File: src/rtl/apb_pkg.sv
// ---------------------------------------------------------------------------
// apb_pkg : shared APB state encoding, default widths and transfer payload
// ---------------------------------------------------------------------------
`default_nettype none

package apb_pkg;

   localparam int APB_ADDR_W = 32;
   localparam int APB_DATA_W = 32;

   typedef enum logic [1:0] {
      IDLE   = 2'd0,
      SETUP  = 2'd1,
      ACCESS = 2'd2
   } apb_state_t;

   // Sized to the package defaults; users keep ADDR_W/DATA_W at or below them.
   typedef struct packed {
      logic                  write;
      logic [APB_ADDR_W-1:0] addr;
      logic [APB_DATA_W-1:0] wdata;
   } apb_payload_t;

endpackage

`default_nettype wire

File: src/rtl/rr_arbiter.sv
// ---------------------------------------------------------------------------
// rr_arbiter : combinational masked round-robin pick, search starts at rr_ptr+1
// ---------------------------------------------------------------------------
`default_nettype none

module rr_arbiter #(
   parameter int N     = 4,
   parameter int IDX_W = (N > 1) ? $clog2(N) : 1
) (
   input  logic [N-1:0]     req,
   input  logic [N-1:0]     mask,
   input  logic [IDX_W-1:0] rr_ptr,
   output logic [N-1:0]     gnt,
   output logic [IDX_W-1:0] gnt_idx,
   output logic             gnt_valid
);

   logic [N-1:0] elig;
   assign elig = req & ~mask;

   function automatic logic [IDX_W-1:0] wrap(input int unsigned v);
      return IDX_W'(v % N);
   endfunction

   always_comb begin
      gnt       = '0;
      gnt_idx   = '0;
      gnt_valid = 1'b0;
      // off == N lands back on rr_ptr itself, so it has the lowest priority
      for (int off = 1; off <= N; off++) begin
         if (!gnt_valid && elig[wrap(32'(rr_ptr) + 32'(off))]) begin
            gnt_valid                          = 1'b1;
            gnt_idx                            = wrap(32'(rr_ptr) + 32'(off));
            gnt[wrap(32'(rr_ptr) + 32'(off))]  = 1'b1;
         end
      end
   end

endmodule

`default_nettype wire

File: src/rtl/apb_req_arbiter.sv
// ---------------------------------------------------------------------------
// apb_req_arbiter : N_REQ requesters sharing one APB completer, round-robin
// ---------------------------------------------------------------------------
`default_nettype none

module apb_req_arbiter
   import apb_pkg::*;
#(
   parameter int N_REQ   = 4,
   parameter int ADDR_W  = APB_ADDR_W,
   parameter int DATA_W  = APB_DATA_W,
   parameter int TIMEOUT = 16
) (
   input  logic                    PCLK,
   input  logic                    PRESET,
   input  logic [N_REQ-1:0]        req,
   input  logic [N_REQ-1:0]        req_write,
   input  logic [N_REQ*ADDR_W-1:0] req_addr,
   input  logic [N_REQ*DATA_W-1:0] req_wdata,
   output logic [N_REQ-1:0]        done,
   output logic [DATA_W-1:0]       rsp_rdata,
   output logic                    rsp_err,
   output logic                    PSEL,
   output logic                    PENABLE,
   output logic                    PWRITE,
   output logic [ADDR_W-1:0]       PADDR,
   output logic [DATA_W-1:0]       PWDATA,
   input  logic [DATA_W-1:0]       PRDATA,
   input  logic                    PREADY,
   input  logic                    PSLVERR
);

   localparam int              IDX_W  = $clog2(N_REQ);
   localparam int              WC_W   = (TIMEOUT > 0) ? $clog2(TIMEOUT + 1) : 1;
   localparam logic [WC_W-1:0] WC_MAX = WC_W'(TIMEOUT);

   apb_state_t       state_q, state_d;
   logic [IDX_W-1:0] winner_q, winner_d;
   logic [IDX_W-1:0] rr_ptr_q, rr_ptr_d;
   logic [WC_W-1:0]  wait_cnt_q, wait_cnt_d;
   apb_payload_t     payload_q, payload_d;

   logic [N_REQ-1:0]  arb_gnt;
   logic [IDX_W-1:0]  arb_idx;
   logic              arb_valid;
   logic              grant;
   logic              timeout_hit;
   logic              complete;
   logic              sel_write;
   logic [ADDR_W-1:0] sel_addr;
   logic [DATA_W-1:0] sel_wdata;

   assign timeout_hit = (TIMEOUT != 0) && (state_q == ACCESS) && (wait_cnt_q == WC_MAX);
   assign complete    = (state_q == ACCESS) && (PREADY || timeout_hit);

   always_comb begin
      done = '0;
      if (complete) begin
         done[winner_q] = 1'b1;
      end
   end

   // Masking with done keeps the finishing requester out of its own completion edge.
   rr_arbiter #(
      .N     (N_REQ),
      .IDX_W (IDX_W)
   ) u_rr_arbiter (
      .req       (req),
      .mask      (done),
      .rr_ptr    (rr_ptr_q),
      .gnt       (arb_gnt),
      .gnt_idx   (arb_idx),
      .gnt_valid (arb_valid)
   );

   always_comb begin
      sel_write = 1'b0;
      sel_addr  = '0;
      sel_wdata = '0;
      for (int i = 0; i < N_REQ; i++) begin
         if (arb_gnt[i]) begin
            sel_write = req_write[i];
            sel_addr  = req_addr[i*ADDR_W +: ADDR_W];
            sel_wdata = req_wdata[i*DATA_W +: DATA_W];
         end
      end
   end

   always_comb begin
      state_d    = state_q;
      winner_d   = winner_q;
      rr_ptr_d   = rr_ptr_q;
      wait_cnt_d = wait_cnt_q;
      payload_d  = payload_q;
      grant      = 1'b0;
      case (state_q)
         IDLE: begin
            grant = arb_valid;
         end
         SETUP: begin
            state_d    = ACCESS;
            wait_cnt_d = '0;
         end
         ACCESS: begin
            if (complete) begin
               state_d = IDLE;
               grant   = arb_valid;
            end else if (wait_cnt_q != WC_MAX) begin
               wait_cnt_d = wait_cnt_q + WC_W'(1);
            end
         end
         default: begin
            state_d = IDLE;
         end
      endcase
      if (grant) begin
         state_d         = SETUP;
         winner_d        = arb_idx;
         rr_ptr_d        = arb_idx;
         payload_d.write = sel_write;
         payload_d.addr  = APB_ADDR_W'(sel_addr);
         payload_d.wdata = APB_DATA_W'(sel_wdata);
      end
   end

   always_ff @(posedge PCLK or posedge PRESET) begin
      if (PRESET) begin
         state_q    <= IDLE;
         winner_q   <= '0;
         rr_ptr_q   <= IDX_W'(N_REQ - 1);
         wait_cnt_q <= '0;
         payload_q  <= '0;
      end else begin
         state_q    <= state_d;
         winner_q   <= winner_d;
         rr_ptr_q   <= rr_ptr_d;
         wait_cnt_q <= wait_cnt_d;
         payload_q  <= payload_d;
      end
   end

   assign PSEL      = (state_q != IDLE);
   assign PENABLE   = (state_q == ACCESS);
   assign PWRITE    = payload_q.write;
   assign PADDR     = payload_q.addr[ADDR_W-1:0];
   assign PWDATA    = payload_q.wdata[DATA_W-1:0];
   assign rsp_rdata = (complete && !payload_q.write) ? PRDATA : '0;
   assign rsp_err   = complete && ((PSLVERR && PREADY) || timeout_hit);

endmodule

`default_nettype wire
File: config.mk
export PLATFORM = sky130hd
export DESIGN_NAME = apb_req_arbiter
export DESIGN_NICKNAME = d
export VERILOG_FILES = /design/src/rtl/apb_pkg.sv /design/src/rtl/rr_arbiter.sv /design/src/rtl/apb_req_arbiter.sv
export SDC_FILE = /design/constraint.sdc
export NUM_CORES = 1
export LEC_CHECK = 0
export ABC_AREA = 1
export CORE_AREA = 3 3 155 157
export DETAILED_ROUTE_END_ITERATION = 12
export DIE_AREA = 0 0 158 160
export PLACE_DENSITY = 0.67
export SLEW_MARGIN = 20
export SYNTH_ARGS = -nofsm -noshare
export SYNTH_HDL_FRONTEND = slang
export SYNTH_HIERARCHICAL = 1
export SYNTH_SLANG_ARGS = --single-unit
File: constraint.sdc
create_clock -name PCLK -period 2.7 [get_ports PCLK]
set_clock_uncertainty 0.2 [all_clocks]
set_input_delay 0.54 -clock PCLK [delete_from_list [all_inputs] [get_ports PCLK]]
set_output_delay 0.54 -clock PCLK [all_outputs]
set_load 0.02 [all_outputs]
==> out/qor.yml <==
placement:
  hpwl_mm: 23.9
  placed_cells: 1781
  place_congestion: 0.891
  pre_cts_slack_ns: -0.809
  portBuffers: 403
sta:
  setup_viol: 103
  slew_headroom_pct: 68.4
  rsz0062_at_grt: "yes"
  max_freq_mhz: 321
  period_needed_ns: 3.11
  hold_violations: 0
  min_period_over_period_pct: 115
  final.setup.worst_slack_ns: -0.413
  worst_pin_slew_ns: 0.474
  drv_slew: 0
  finalSetupTns_ns: -27.60
pwr:
  comb_power_share_pct: 83.0
  p_sw_mw: 9.78
  powerDensity_mw_per_mm2: 1510
  power_frac_seq_pct: 10.2
  clkPwrFrac_pct: 6.8
  ir_worst_vdd_mv: 1.11
  power.leakage_nw: 6.44
  p_int_mw: 9.70
  p_sw_share_pct: 50.2
logic_synthesis:
  yosys.area.top_type: "nand2_1"
  syn_inst: 1093
  synth.top_cell.area_share_pct: 28.9
  ys_warn_count: 6
  syn_area_per_cell_sq_um: 6.06
  synthTopCellsByCount: "nand2_1 (510), nand3_1 (157), inv_1 (119)"
  synth_area_sq_mm: 0.00662
  synth.area.top_cells: "nand2_1 (29%), dfrtp_1 (28%), nand3_1 (12%)"
  synthArstFlopShare_pct: 100
  synth_nets: 1405
  synth_seq_cells: 76
  synth-edff-count: 0
  yosysSeqAreaShare_pct: 28.8
  ys_types: 32
  synth_most_common_cell: "nand2_1"
  synthFlopType: "dfrtp_1"
setup_path:
  rr_startpoint: "state_q[0]"
  r2r_cells: 23
  start_kind: "flip-flop"
  cp_slowest_stage_delay_ns: 0.38
  worstPathArrival_ns: 3.15
  endpoint_kind: "flip-flop"
  path_cells: "inv_2 > ha_4 > nand2_4 > nor2_8 > a21boi_4 > nor3_4 > inv_2 > nand3_2 > nand2_1 > nand2_1 > nand2_2 > nand3_1 > nand2_2 > nor2_4 > nand2_8 > buf_12 > clkbuf_16 > a21oi_1 > nand2_1 > nand3_2 > nand2_1 > nand2_1 > nand2_1"
  rrSetupSlack_ns: -0.41
  crit_slowest_cell: "dfrtp_1"
  crit_type: "flip-flop to flip-flop"
  r2r-end: "PADDR[3]"
  critPathMaxFanout: 8
  path_common_cell: "nand2_1"
  crit_required_ns: 2.74
grt:
  antenna_found_initial: 4
  grt_pass1_vias: 8559
  gr-total-overflow: 0
  grt_pass1_wl_mm: 47.9
  grt_max_degree: 40
  grtUsageTotal_pct: 24.5
hold_path:
  hp-start: "PWDATA[24]"
  holdPathEnd: "PWDATA[24]"
  hp-class: "flip-flop to flip-flop"
  whs_path_depth: 2
floorplanning:
  num_rows: 55
  core_area_sq_mm: 0.0226
  die_w_um: 158
  io_pins: 404
  fp.dieArea_sq_mm: 0.0253
  start_util_pct: 29.2
  die_y_um: 160
detailed_routing:
  via_per_inst: 4.77
  drtPass1Iterations: 4
  wl_per_cell_um: 18.4
  num_vias: 8812
  wl_mm: 34.1
  drtIter0Drc: 446
  drcViolationCount: 0
  ant_nets: 0
cells_and_area:
  final_core_util_pct: 57.1
  fin_nets: 1866
  fillers: 2056
  final_cells: 1848
  synthToLayoutAreaGrowth_pct: 95.3
  drive_above_1_share_pct: 20.8
clock_tree:
  cts_inserted_buffers: 9
  clockBufferDepth: 2
  clock_latency_ns: 0.34
  cts_tree: "done"
  path_clk_slew_ns: 0.07
  cts-root-buf: "clkbuf_16"
  htreeDepth: 3
  ctsHoldBuffers: 0
  cts_sinks: 76
run_status:
  violations: "negative setup slack"
  run_status: "complete, but fails checks"
flow_run:
  drv_cap: 0
## worst max path at each step
stage | startpoint | to | slack [ns] | depth (start not counted)
detailed placement | PREADY | PADDR[4] | -0.81 | 20
CTS | state_q[0] | PADDR[18] | -0.36 | 24
floorplan | state_q[0] | PWDATA[10] | -0.34 | 24
finish | state_q[0] | PADDR[3] | -0.41 | 23
global route | state_q[0] | PADDR[27] | -0.63 | 23
global placement | PREADY | PADDR[4] | -0.74 | 19
## power by group through the flow
stage          sequential [mW]  combinational [mW]  clock, mW
2_1_floorplan             2.47                7.72          0
3_3_place_gp              1.98                12.5          0
3_5_place_dp              1.98                12.6          0
4_1_cts                   1.98                14.5       1.36
5_1_grt                   2.03                17.6       1.41
6_report                  1.98                16.2       1.33
## routing by layer
| metal | part of all wire [%] | vias up | wire length, um | GRT usage, % |
|---|---|---|---|---|
| li1 | - | 4306 | - | - |
| met1 | 37 | 4083 | 12700 | 26.7 |
| met2 | 51 | 374 | 17500 | 44.4 |
| met3 | 8.8 | 49 | 2990 | 7.62 |
| met4 | 2.5 | 0 | 867 | 8.13 |
| met5 | 0 | - | 0 | 0 |
## critical path: cells and delay by family, from the launching register on
family          cells  cell delay (ns)
simple gates       16             1.53
buf+inv             4             0.47
flops               1             0.38
compound gates      2             0.23
fa+ha+maj           1             0.18
## registers in the layout, summed over array words and instances (netlist names)
name / cells
wait_cnt_q: 5
rr_ptr_q: 2
winner_q: 2
state_q: 2
PADDR: 32
PWRITE: 1
PWDATA: 32
## timing repair
item,CTS,global route
gates resized for setup,236,52
setup buffers,17,15
pin swaps,15,18
endpoints found under the setup margin,108,104
gates cloned,9,10
## metrics by stage
step / cell area, sq um / power [mW] / hold slack, ns
2_1_floorplan: 6830 / 10.2 / 0.281
3_3_place_gp: 11500 / 14.5 / 0.262
3_5_place_dp: 11500 / 14.6 / 0.264
4_1_cts: 12400 / 17.9 / 0.280
5_1_grt: 12900 / 21.0 / 0.303
6_report: 12900 / 19.5 / 0.279
## final cells by class
| type | instances | area (sq um) | share of cell area, % |
|---|---|---|---|
| flip-flops and latches | 76 | 1900 | 14.7 |
| clock inverters | 5 | 85.1 | 0.658 |
| repair buffers | 518 | 5530 | 42.8 |
| inverters | 122 | 474 | 3.67 |
| diodes | 4 | 10.0 | 0.0774 |
| clock buffers | 11 | 233 | 1.80 |
| multi-input cells | 827 | 4340 | 33.5 |
| well taps | 285 | 357 | 2.76 |
## logic make-up after synthesis
kind of cell / count (synthesis) / synth area share, %
AO/OA/AOI/OAI: 69 / 5.42
buffers and inverters: 191 / 13.0
AND/OR/NAND/NOR: 743 / 50.3
adder cells (fa/ha/maj): 12 / 2.27
flip-flops: 76 / 28.8
XOR/XNOR: 2 / 0.265
## layout by cell type (no fill, tap or decap), types with 3 or more instances in the layout
master,synthesis,final
nand2_4,3,9
nand3_4,5,8
nand2_1,510,489
clkbuf_16,0,19
inv_2,2,7
buf_12,2,29
ha_1,12,10
nand4_1,3,3
nand3_1,157,134
nor2_2,18,21
a21oi_1,67,34
buf_6,7,6
diode_2,0,4
a21oi_2,0,33
nand3_2,4,24
dlygate4sd2_1,0,4
nor3_4,0,4
buf_16,0,8
dfrtp_1,74,74
nand2_2,8,22
nand2_8,1,3
inv_1,119,110
nor2_1,13,7
nor2_4,13,16
buf_4,0,95
clkdlybuf4s50_1,0,364
No activity file was read; power rests on OpenSTA's default activity.
